$ cat config.mk
export PLATFORM = sky130hd
export DESIGN_NAME = uart_tx
export DESIGN_NICKNAME = d
export VERILOG_FILES = /design/src/rtl/uart_pkg.sv /design/src/rtl/rise_detect.sv /design/src/rtl/uart_tx.sv
export SDC_FILE = /design/constraint.sdc
export NUM_CORES = 1
export LEC_CHECK = 0
export ABC_AREA = 1
export CAP_MARGIN = 5
export CORE_MARGIN = 5
export CORE_UTILIZATION = 57
export DETAILED_ROUTE_END_ITERATION = 12
export PLACE_DENSITY_LB_ADDON = 0.05
export SYNTH_ARGS = -nofsm -noshare
export SYNTH_HDL_FRONTEND = slang
export SYNTH_SLANG_ARGS = --single-unit
$ cat constraint.sdc
create_clock -name clk -period 2.4 [get_ports clk]
set_clock_uncertainty 0.05 [all_clocks]
set_input_delay 0.48 -clock clk [delete_from_list [all_inputs] [get_ports clk]]
set_output_delay 0.48 -clock clk [all_outputs]
set_load 0.005 [all_outputs]
$ cat src/rtl/uart_pkg.sv
`default_nettype none
// ============================================================================
// Module      : uart_pkg
// Description : Shared types, constants and helpers for the UART blocks.
// Revision    : 1.0 - initial release
// ============================================================================
package uart_pkg;

    // Transmitter frame sequencing states
    typedef enum logic [2:0] {
        IDLE   = 3'd0,
        WAIT   = 3'd1,
        START  = 3'd2,
        DATA   = 3'd3,
        PARITY = 3'd4,
        STOP   = 3'd5
    } uart_tx_state_t;

    // Parity sense selectors
    localparam logic PAR_EVEN = 1'b0;
    localparam logic PAR_ODD  = 1'b1;

    // Widest supported data field; narrower words are zero-extended
    localparam int MAX_DATA_BITS = 9;

    // Parity over the data word; zero padding does not affect the XOR
    function automatic logic calc_parity(input logic [MAX_DATA_BITS-1:0] data,
                                         input logic                      odd);
        return (^data) ^ odd;
    endfunction

endpackage : uart_pkg
`default_nettype wire

$ cat src/rtl/rise_detect.sv
`default_nettype none
// ============================================================================
// Module      : rise_detect
// Description : One-cycle pulse on each rising edge of a clk-synchronous
//               input (used for divided-clock enables).
// Revision    : 1.0 - initial release
// ============================================================================
module rise_detect (
    input  logic clk,
    input  logic reset,
    input  logic in,
    output logic pulse
);

    logic in_q;

    // Delay the input by one clk so a low-to-high change can be seen
    always_ff @(posedge clk or posedge reset) begin
        if (reset) begin
            in_q <= 1'b0;
        end else begin
            in_q <= in;
        end
    end

    assign pulse = in & ~in_q;

endmodule : rise_detect
`default_nettype wire

$ cat src/rtl/uart_tx.sv
`default_nettype none
// ============================================================================
// Module      : uart_tx
// Description : UART transmitter, LSB first, optional parity, 1 or 2 stop
//               bits. Bit timing comes from rising edges of baud_clk, which
//               is sampled in the clk domain rather than used as a clock.
// Revision    : 1.0 - initial release
// ============================================================================
module uart_tx #(
    parameter int DATA_BITS  = 8,
    parameter int PARITY_EN  = 0,
    parameter int PARITY_ODD = 0,
    parameter int STOP_BITS  = 1
) (
    input  logic                 clk,
    input  logic                 reset,
    input  logic                 baud_clk,
    input  logic [DATA_BITS-1:0] tx_data,
    input  logic                 tx_valid,
    output logic                 tx_ready,
    output logic                 tx,
    output logic                 busy,
    output logic                 tx_done
);

    import uart_pkg::*;

    localparam int IDX_W = 4;

    uart_tx_state_t       state_q,    state_d;
    logic [DATA_BITS-1:0] shift_q,    shift_d;
    logic [IDX_W-1:0]     idx_q,      idx_d;
    logic                 stop_cnt_q, stop_cnt_d;
    logic                 parity_q,   parity_d;
    logic                 tx_q,       tx_d;
    logic                 busy_q,     busy_d;
    logic                 done_q,     done_d;
    logic                 tick;

    rise_detect u_baud_edge (
        .clk   (clk),
        .reset (reset),
        .in    (baud_clk),
        .pulse (tick)
    );

    // State and datapath registers; tx resets high so the line idles
    always_ff @(posedge clk or posedge reset) begin
        if (reset) begin
            state_q    <= IDLE;
            shift_q    <= '0;
            idx_q      <= '0;
            stop_cnt_q <= 1'b0;
            parity_q   <= 1'b0;
            tx_q       <= 1'b1;
            busy_q     <= 1'b0;
            done_q     <= 1'b0;
        end else begin
            state_q    <= state_d;
            shift_q    <= shift_d;
            idx_q      <= idx_d;
            stop_cnt_q <= stop_cnt_d;
            parity_q   <= parity_d;
            tx_q       <= tx_d;
            busy_q     <= busy_d;
            done_q     <= done_d;
        end
    end

    // Frame sequencing: accept in IDLE, every later step waits for a tick
    always_comb begin
        state_d    = state_q;
        shift_d    = shift_q;
        idx_d      = idx_q;
        stop_cnt_d = stop_cnt_q;
        parity_d   = parity_q;
        tx_d       = tx_q;
        busy_d     = busy_q;
        done_d     = 1'b0;

        case (state_q)
            IDLE: begin
                tx_d = 1'b1;
                if (tx_valid) begin
                    shift_d  = tx_data;
                    parity_d = calc_parity(MAX_DATA_BITS'(tx_data),
                                           (PARITY_ODD != 0) ? PAR_ODD : PAR_EVEN);
                    busy_d   = 1'b1;
                    state_d  = WAIT;
                end
            end
            WAIT: begin
                // A tick coinciding with accept was seen in IDLE, so the
                // start bit always aligns to a tick strictly after accept
                if (tick) begin
                    tx_d    = 1'b0;
                    state_d = START;
                end
            end
            START: begin
                if (tick) begin
                    tx_d    = shift_q[0];
                    shift_d = {1'b0, shift_q[DATA_BITS-1:1]};
                    idx_d   = '0;
                    state_d = DATA;
                end
            end
            DATA: begin
                if (tick) begin
                    if (idx_q == IDX_W'(DATA_BITS - 1)) begin
                        stop_cnt_d = 1'b0;
                        if (PARITY_EN != 0) begin
                            tx_d    = parity_q;
                            state_d = PARITY;
                        end else begin
                            tx_d    = 1'b1;
                            state_d = STOP;
                        end
                    end else begin
                        idx_d   = idx_q + IDX_W'(1);
                        tx_d    = shift_q[0];
                        shift_d = {1'b0, shift_q[DATA_BITS-1:1]};
                    end
                end
            end
            PARITY: begin
                if (tick) begin
                    tx_d       = 1'b1;
                    stop_cnt_d = 1'b0;
                    state_d    = STOP;
                end
            end
            STOP: begin
                if (tick) begin
                    if (stop_cnt_q == 1'(STOP_BITS - 1)) begin
                        busy_d  = 1'b0;
                        done_d  = 1'b1;
                        state_d = IDLE;
                    end else begin
                        stop_cnt_d = stop_cnt_q + 1'b1;
                    end
                end
            end
            default: begin
                tx_d    = 1'b1;
                busy_d  = 1'b0;
                state_d = IDLE;
            end
        endcase
    end

    assign tx_ready = (state_q == IDLE);
    assign tx       = tx_q;
    assign busy     = busy_q;
    assign tx_done  = done_q;

endmodule : uart_tx
`default_nettype wire
==> impl_metrics.ini, run 1 <==
[run_status]
run_status = finished, final reports clean

[placed_design]
gpl.final_weighted_congestion = 0.935
pre_cts_worst_setup_slack_ns = 0.438
post_dp_cell_area_um2 = 1340
place.detailed.instances = 195
portBuffers = 15
detailed_place_hpwl_um = 1720

[timing]
setup_tns_ns = 0
period_share_pct = 89.9
max_freq_mhz = 464
drv_slew = 0
measured_slew_at_the_worst_slew_check_pin_ns = 0.723
setup_violations = 0
grt_setup_unrepaired = false
postLayoutSetupSlackWorst_ns = 0.243
layout_min_cycle_time_ns = 2.16
slew-limit-headroom_pct = 51.8
finalHoldViolCount = 0

[die]
io_pins = 16
std_cell_rows = 16
die_h_um = 55.3
floorplan.die.width_um = 55.3
floorplan.die_area_um2 = 3050
core_area_um2 = 1960
start_util_pct = 59.5

[synthesis]
seq_area_frac_synth_pct = 40.8
synthesis.instances = 154
synth-compound-area-share_pct = 3.43
xor_xnor_share_of_the_synthesized_area_pct = 0.750
synth_area_per_cell_um2 = 7.58
syn-num-nets = 167
synth.ff_latch_count = 19
top_area_cells_in_the_synthesized_netlist = dfrtp_1 39%, nand2_1 22%, nand4_1 5.9%
post_synth_mux_area_share_pct = 0
synth_top_cell_by_area = dfrtp_1
synth_top_family_by_area = simple AND/OR/NAND/NOR gates
adder_cell_fraction_of_synth_area_pct = 1.07
post-synth-top-area-fraction_pct = 38.6
basic_gate_share_of_the_synthesized_area_counting_and_or_nand_and_nor_cells_pct = 48.6
synth.yosys.warnings = 0
ys_types = 25
mappedNetlistArea_um2 = 1170

[cts]
max-clock-path-buffers = 2
postCtsHoldBufs = 0
cts_bufs_inserted = 3
htreeDepth = 1
post_cts_buffers = 0
cts_sinks = 19
cts_resized = 0
cts_root_buf = clkbuf_4
cts_tree = built
clk_pin_slew_ns = 0.11
worst_skew_pair.late_latency_ns = 0.30

[worst_setup_path]
setup.worst_path.class = flip-flop to output pin
crit_path_end_kind = output pin
timing.rr.end = shift_q[5]
critPathArrivalTime_ns = 1.63
cp_max_fo = 6
slack_of_the_worst_reg_to_reg_path_ns = 0.80
worst_setup_path_start_kind = flip-flop
r2r-start = state_q[2]
timing.reg2reg.worst_path_depth = 7
worstPathRequired_ns = 1.87

[power_and_ir_drop]
combPwrFrac_pct = 60.1
static-leakage-power_nw = 0.723
seqPwrFrac_pct = 30.9
internal_power_mw = 0.914
total_power_mw = 1.81
switching_power_mw = 0.898
worst_ir_drop_vdd_uv = 890
power_density_nw_per_um2 = 1330
sw_frac_of_total_pct = 49.6
clkPwrFrac_pct = 9.1

[hold_path]
class_of_the_tightest_hold_or_removal_check = flip-flop to flip-flop
min-delay-start = tx
number_of_cells_traversed_by_the_worst_hold_path = 2
holdPathEnd = tx

[final_layout]
diodes = 0
area_added_between_synthesis_and_finish_pct = 17.0
layout-drive-gt1-share_pct = 13.4
postLayoutCellArea_um2 = 1370
finish.net_count = 186
mostFrequentLayoutCell = nand2_1
final_cells = 199
final_cell_mix = 69 x nand2_1, 18 x dfrtp_1, 15 x clkdlybuf4s50_1

[global_route]
grt_start_max_net_pins = 20
gr-usage-all-layers_pct = 16.3
global_route_wire_length_before_repair_um = 4110
overflow = 0
grt_pass1_vias = 963
antenna_found_initial = 0

[routing]
drtPass1Iterations = 4
wire_per_inst_um = 11.6
drt_iter0_markers = 40
vias = 1054
number_of_antenna_violating_nets_in_the_routed_design = 0
detail_route.drc_violations = 0
totalWireLength_um = 2320
vias_per_cell = 5.30

[flow_run]
maxCapViolations = 0
==> critical path, stage by stage, from the launching register on <==
cell and delay (ns):
dfrtp_1 0.45, inv_1 0.13, nand2_1 0.09, nor2_1 0.13, clkdlybuf4s50_1 0.52
==> cell type report <==
class | count | area (µm²)
Timing Repair Buffer | 15 | 150
Tap cell | 27 | 33.8
Inverter | 13 | 51.3
Multi-Input combinational cell | 121 | 628
Clock buffer | 4 | 26.3
Fill cell | 174 | 596
Sequential cell | 19 | 477
==> kinds of logic after synthesis <==
family | count (synthesis)
and+or+nand+nor | 113
DFF | 19
buffers and inverters | 14
AOI/OAI and AO/OA | 6
adders and majority gates | 1
xor gates and xnor gates | 1
==> flip-flops by register name, summed over array words and instances (netlist names) <==
register,flops
state_q,3
busy,1
shift_q,8
u_baud_edge.in_q,1
tx,1
idx_q,4
tx_done,1
==> worst max-delay path by stage <==
stage,from,slack (ns),end,cells after the start
after CTS,state_q[0],0.24,tx_ready,4
after detailed placement,baud_clk,0.44,shift_q[1],8
final,state_q[0],0.24,tx_ready,4
after global placement,baud_clk,0.50,shift_q[1],8
after floorplan,baud_clk,1.09,shift_q[0],7
after global routing,state_q[0],0.15,tx_ready,4
==> Yosys cell counts <==
library cell  number
a21oi_2            1
buf_6              1
dfstp_2            1
nor2_4             1
o21a_1             1
nand2_2            3
nand3_1            7
o21ai_2            1
nor2_8             1
xor2_1             1
nand3b_1           1
o21ai_0            2
ha_1               1
dfrtp_1           18
nand3_2            2
nand3_4            3
nand4_1           11
o21ai_1            1
inv_4              1
inv_1              9
nand2_4            2
nand2_1           69
nor2_1            12
nor2_2             1
inv_2              3
==> metal layers <==
layer	global-route usage, %	vias up	part of all wire, %
met2	25.8	28	46
met4	6.25	0	1.8
met1	22.1	488	48
met3	2.80	5	4.4
met5	0	-	0
li1	-	533	-
==> stage by stage <==
| step | utilization [%] | hold WS [ns] |
|---|---|---|
| floorplan | - | 0.380 |
| global placement | 68.3 | 0.405 |
| detailed placement | 68.3 | 0.414 |
| CTS | 69.6 | 0.439 |
| global route | 69.6 | 0.462 |
| finish | 69.6 | 0.430 |
==> power by group through the flow <==
| stage | combinational [mW] | clock [mW] | sequential (mW) |
|---|---|---|---|
| after global placement | 1.07 | 0 | 0.560 |
| final | 1.09 | 0.165 | 0.559 |
| after CTS | 1.10 | 0.169 | 0.555 |
| after floorplan | 0.877 | 0 | 0.541 |
| after global routing | 1.24 | 0.180 | 0.572 |
| after detailed placement | 1.09 | 0 | 0.560 |
Note: power is estimated with default switching activity, not from simulation.
==> inputs of run 2 (changes only) <==
--- a/config.mk
+++ b/config.mk
@@ -7,8 +7,9 @@
 export LEC_CHECK = 0
 export ABC_AREA = 1
 export CAP_MARGIN = 5
-export CORE_MARGIN = 5
+export CORE_MARGIN = 3
 export CORE_UTILIZATION = 57
+export CTS_CLUSTER_SIZE = 16
 export DETAILED_ROUTE_END_ITERATION = 12
 export PLACE_DENSITY_LB_ADDON = 0.05
 export SYNTH_ARGS = -nofsm -noshare
==> run 2 against run 1 <==
  * Combinational power is essentially flat
  * Hold slack lost 0.0064 ns
  * First-iteration DRC count shrank 60%
  * Cell count shrank 1.0%
  * Largest cell class unchanged
==> impl_metrics.ini, run 2 (same netlist as run 1, synthesis figures left out) <==
[power_and_ir_drop]
combPwrFrac_pct = 60.1
power_density_nw_per_um2 = 1350
switching_power_mw = 0.925
sw_frac_of_total_pct = 50.3
seqPwrFrac_pct = 30.6
internal_power_mw = 0.914
total_power_mw = 1.84
clkPwrFrac_pct = 9.3
worst_ir_drop_vdd_uv = 867
static-leakage-power_nw = 0.723

[run_status]
run_status = finished, final reports clean

[routing]
drtPass1Iterations = 4
number_of_antenna_violating_nets_in_the_routed_design = 0
vias_per_cell = 5.38
detailroute.wirelength.met2_um = 1170
wire_per_inst_um = 12.6
vias = 1059
top_signal_layer_used = met4
detail_route.drc_violations = 0
totalWireLength_um = 2490
wl_met1_um = 1100
wl_met3_um = 140
drt_iter0_markers = 16

[die]
io_pins = 16
core_area_um2 = 1820
die_h_um = 51.3
start_util_pct = 64.1
std_cell_rows = 15
floorplan.die_area_um2 = 2630
floorplan.die.width_um = 51.3

[cts]
worst_skew_pair.late_latency_ns = 0.31
htreeDepth = 1
cts_sinks = 19
cts_root_buf = clkbuf_4
post_cts_buffers = 0
cts_bufs_inserted = 3
max-clock-path-buffers = 2
postCtsHoldBufs = 0
clk_pin_slew_ns = 0.12
cts_tree = built
cts_resized = 0

[global_route]
antenna_found_initial = 0
global_route_wire_length_before_repair_um = 4460
overflow = 0
grt_start_max_net_pins = 20
grt_pass1_vias = 1013
gr-usage-all-layers_pct = 22.8

[worst_setup_path]
crit_path_end_kind = output pin
critPathCapture = tx_ready
r2r-start = state_q[2]
critPathArrivalTime_ns = 1.68
worstPathRequired_ns = 1.87
timing.rr.end = shift_q[2]
worst_setup_path_startpoint = state_q[0]
worst_setup_path_start_kind = flip-flop
cp_max_fo = 6
slack_of_the_worst_reg_to_reg_path_ns = 0.79
setup.worst_path.class = flip-flop to output pin
timing.reg2reg.worst_path_depth = 7

[final_layout]
layout.core_utilization_pct = 74.9
mostFrequentLayoutCell = nand2_1
final_cell_mix = 69 x nand2_1, 18 x dfrtp_1, 15 x clkdlybuf4s50_1
layout_top_registers = shift_q (8), idx_q (4), state_q (3)
finish.net_count = 186
diodes = 0
fillers = 157
final-seq-area_um2 = 477
largest-register = shift_q
area_added_between_synthesis_and_finish_pct = 16.8
layout-drive-gt1-share_pct = 13.4
multi_input_area_um2 = 628
largest_register_ffs = 8

[timing]
finalHoldViolCount = 0
setup_violations = 0
layout_min_cycle_time_ns = 2.21
period_share_pct = 92.2
setup_tns_ns = 0
measured_slew_at_the_worst_slew_check_pin_ns = 0.718
max_freq_mhz = 452
hold_ws_ns = 0.423
grt_setup_unrepaired = false
drv_slew = 0
slew-limit-headroom_pct = 52.1

[flow_run]
maxCapViolations = 0

[hold_path]
min-delay-start = tx
class_of_the_tightest_hold_or_removal_check = flip-flop to flip-flop

[placed_design]
gpl.final_weighted_congestion = 0.930
detailed_place_hpwl_um = 1920
portBuffers = 15
-- run 2: stage by stage --
| step | setup slack [ns] | area (µm²) | std cells |
|---|---|---|---|
| 2_1_floorplan | 1.09 | 1170 | 154 |
| 3_3_place_gp | 0.512 | 1340 | 193 |
| 3_5_place_dp | 0.458 | 1340 | 193 |
| 4_1_cts | 0.190 | 1360 | 197 |
| 5_1_grt | 0.108 | 1360 | 197 |
| 6_report | 0.187 | 1360 | 197 |
-- run 2: final cells by class --
type | instances | area share, %
Clock buffer | 4 | 1.93
Inverter | 13 | 3.76
Multi-Input combinational cell | 121 | 46.1
Sequential cell | 19 | 35.0
Tap cell | 25 | 2.29
Timing Repair Buffer | 15 | 11.0
-- run 2: routing by layer --
layer  vias up  track usage, %
met5         -               0
met4         0            14.8
met3         9            4.08
met2        42            35.4
met1       475            29.0
li1        533               -
-- run 2: power groups by stage --
stage	Combinational [mW]	Sequential [mW]	Clock, mW
after floorplan	0.877	0.541	0
after global placement	1.06	0.563	0
after detailed placement	1.11	0.564	0
after CTS	1.11	0.560	0.175
after global routing	1.25	0.577	0.184
final	1.11	0.562	0.171
-- run 2: how the worst min path moves through the flow --
stage                     slack (ns)  endpoint  cells past startpoint
final                           0.42        tx                      2
after global routing            0.45        tx                      2
after CTS                       0.43        tx                      2
after detailed placement        0.41        tx                      2
after global placement          0.41        tx                      2
after floorplan                 0.38      busy                      1
-- run 2: critical path: stages, from the launching register on --
cell	delay, ns
dfrtp_1	0.46
inv_1	0.13
nand2_1	0.11
nor2_1	0.14
clkdlybuf4s50_1	0.52
==> inputs of run 3 (changes only) <==
--- a/config.mk
+++ b/config.mk
@@ -11,6 +11,7 @@
 export CORE_UTILIZATION = 57
 export CTS_CLUSTER_SIZE = 16
 export DETAILED_ROUTE_END_ITERATION = 12
+export HOLD_SLACK_MARGIN = 0.12
 export PLACE_DENSITY_LB_ADDON = 0.05
 export SYNTH_ARGS = -nofsm -noshare
 export SYNTH_HDL_FRONTEND = slang
==> results of run 3 <==
Same layout as run 2: the final DEF is identical, and so are final timing and power.
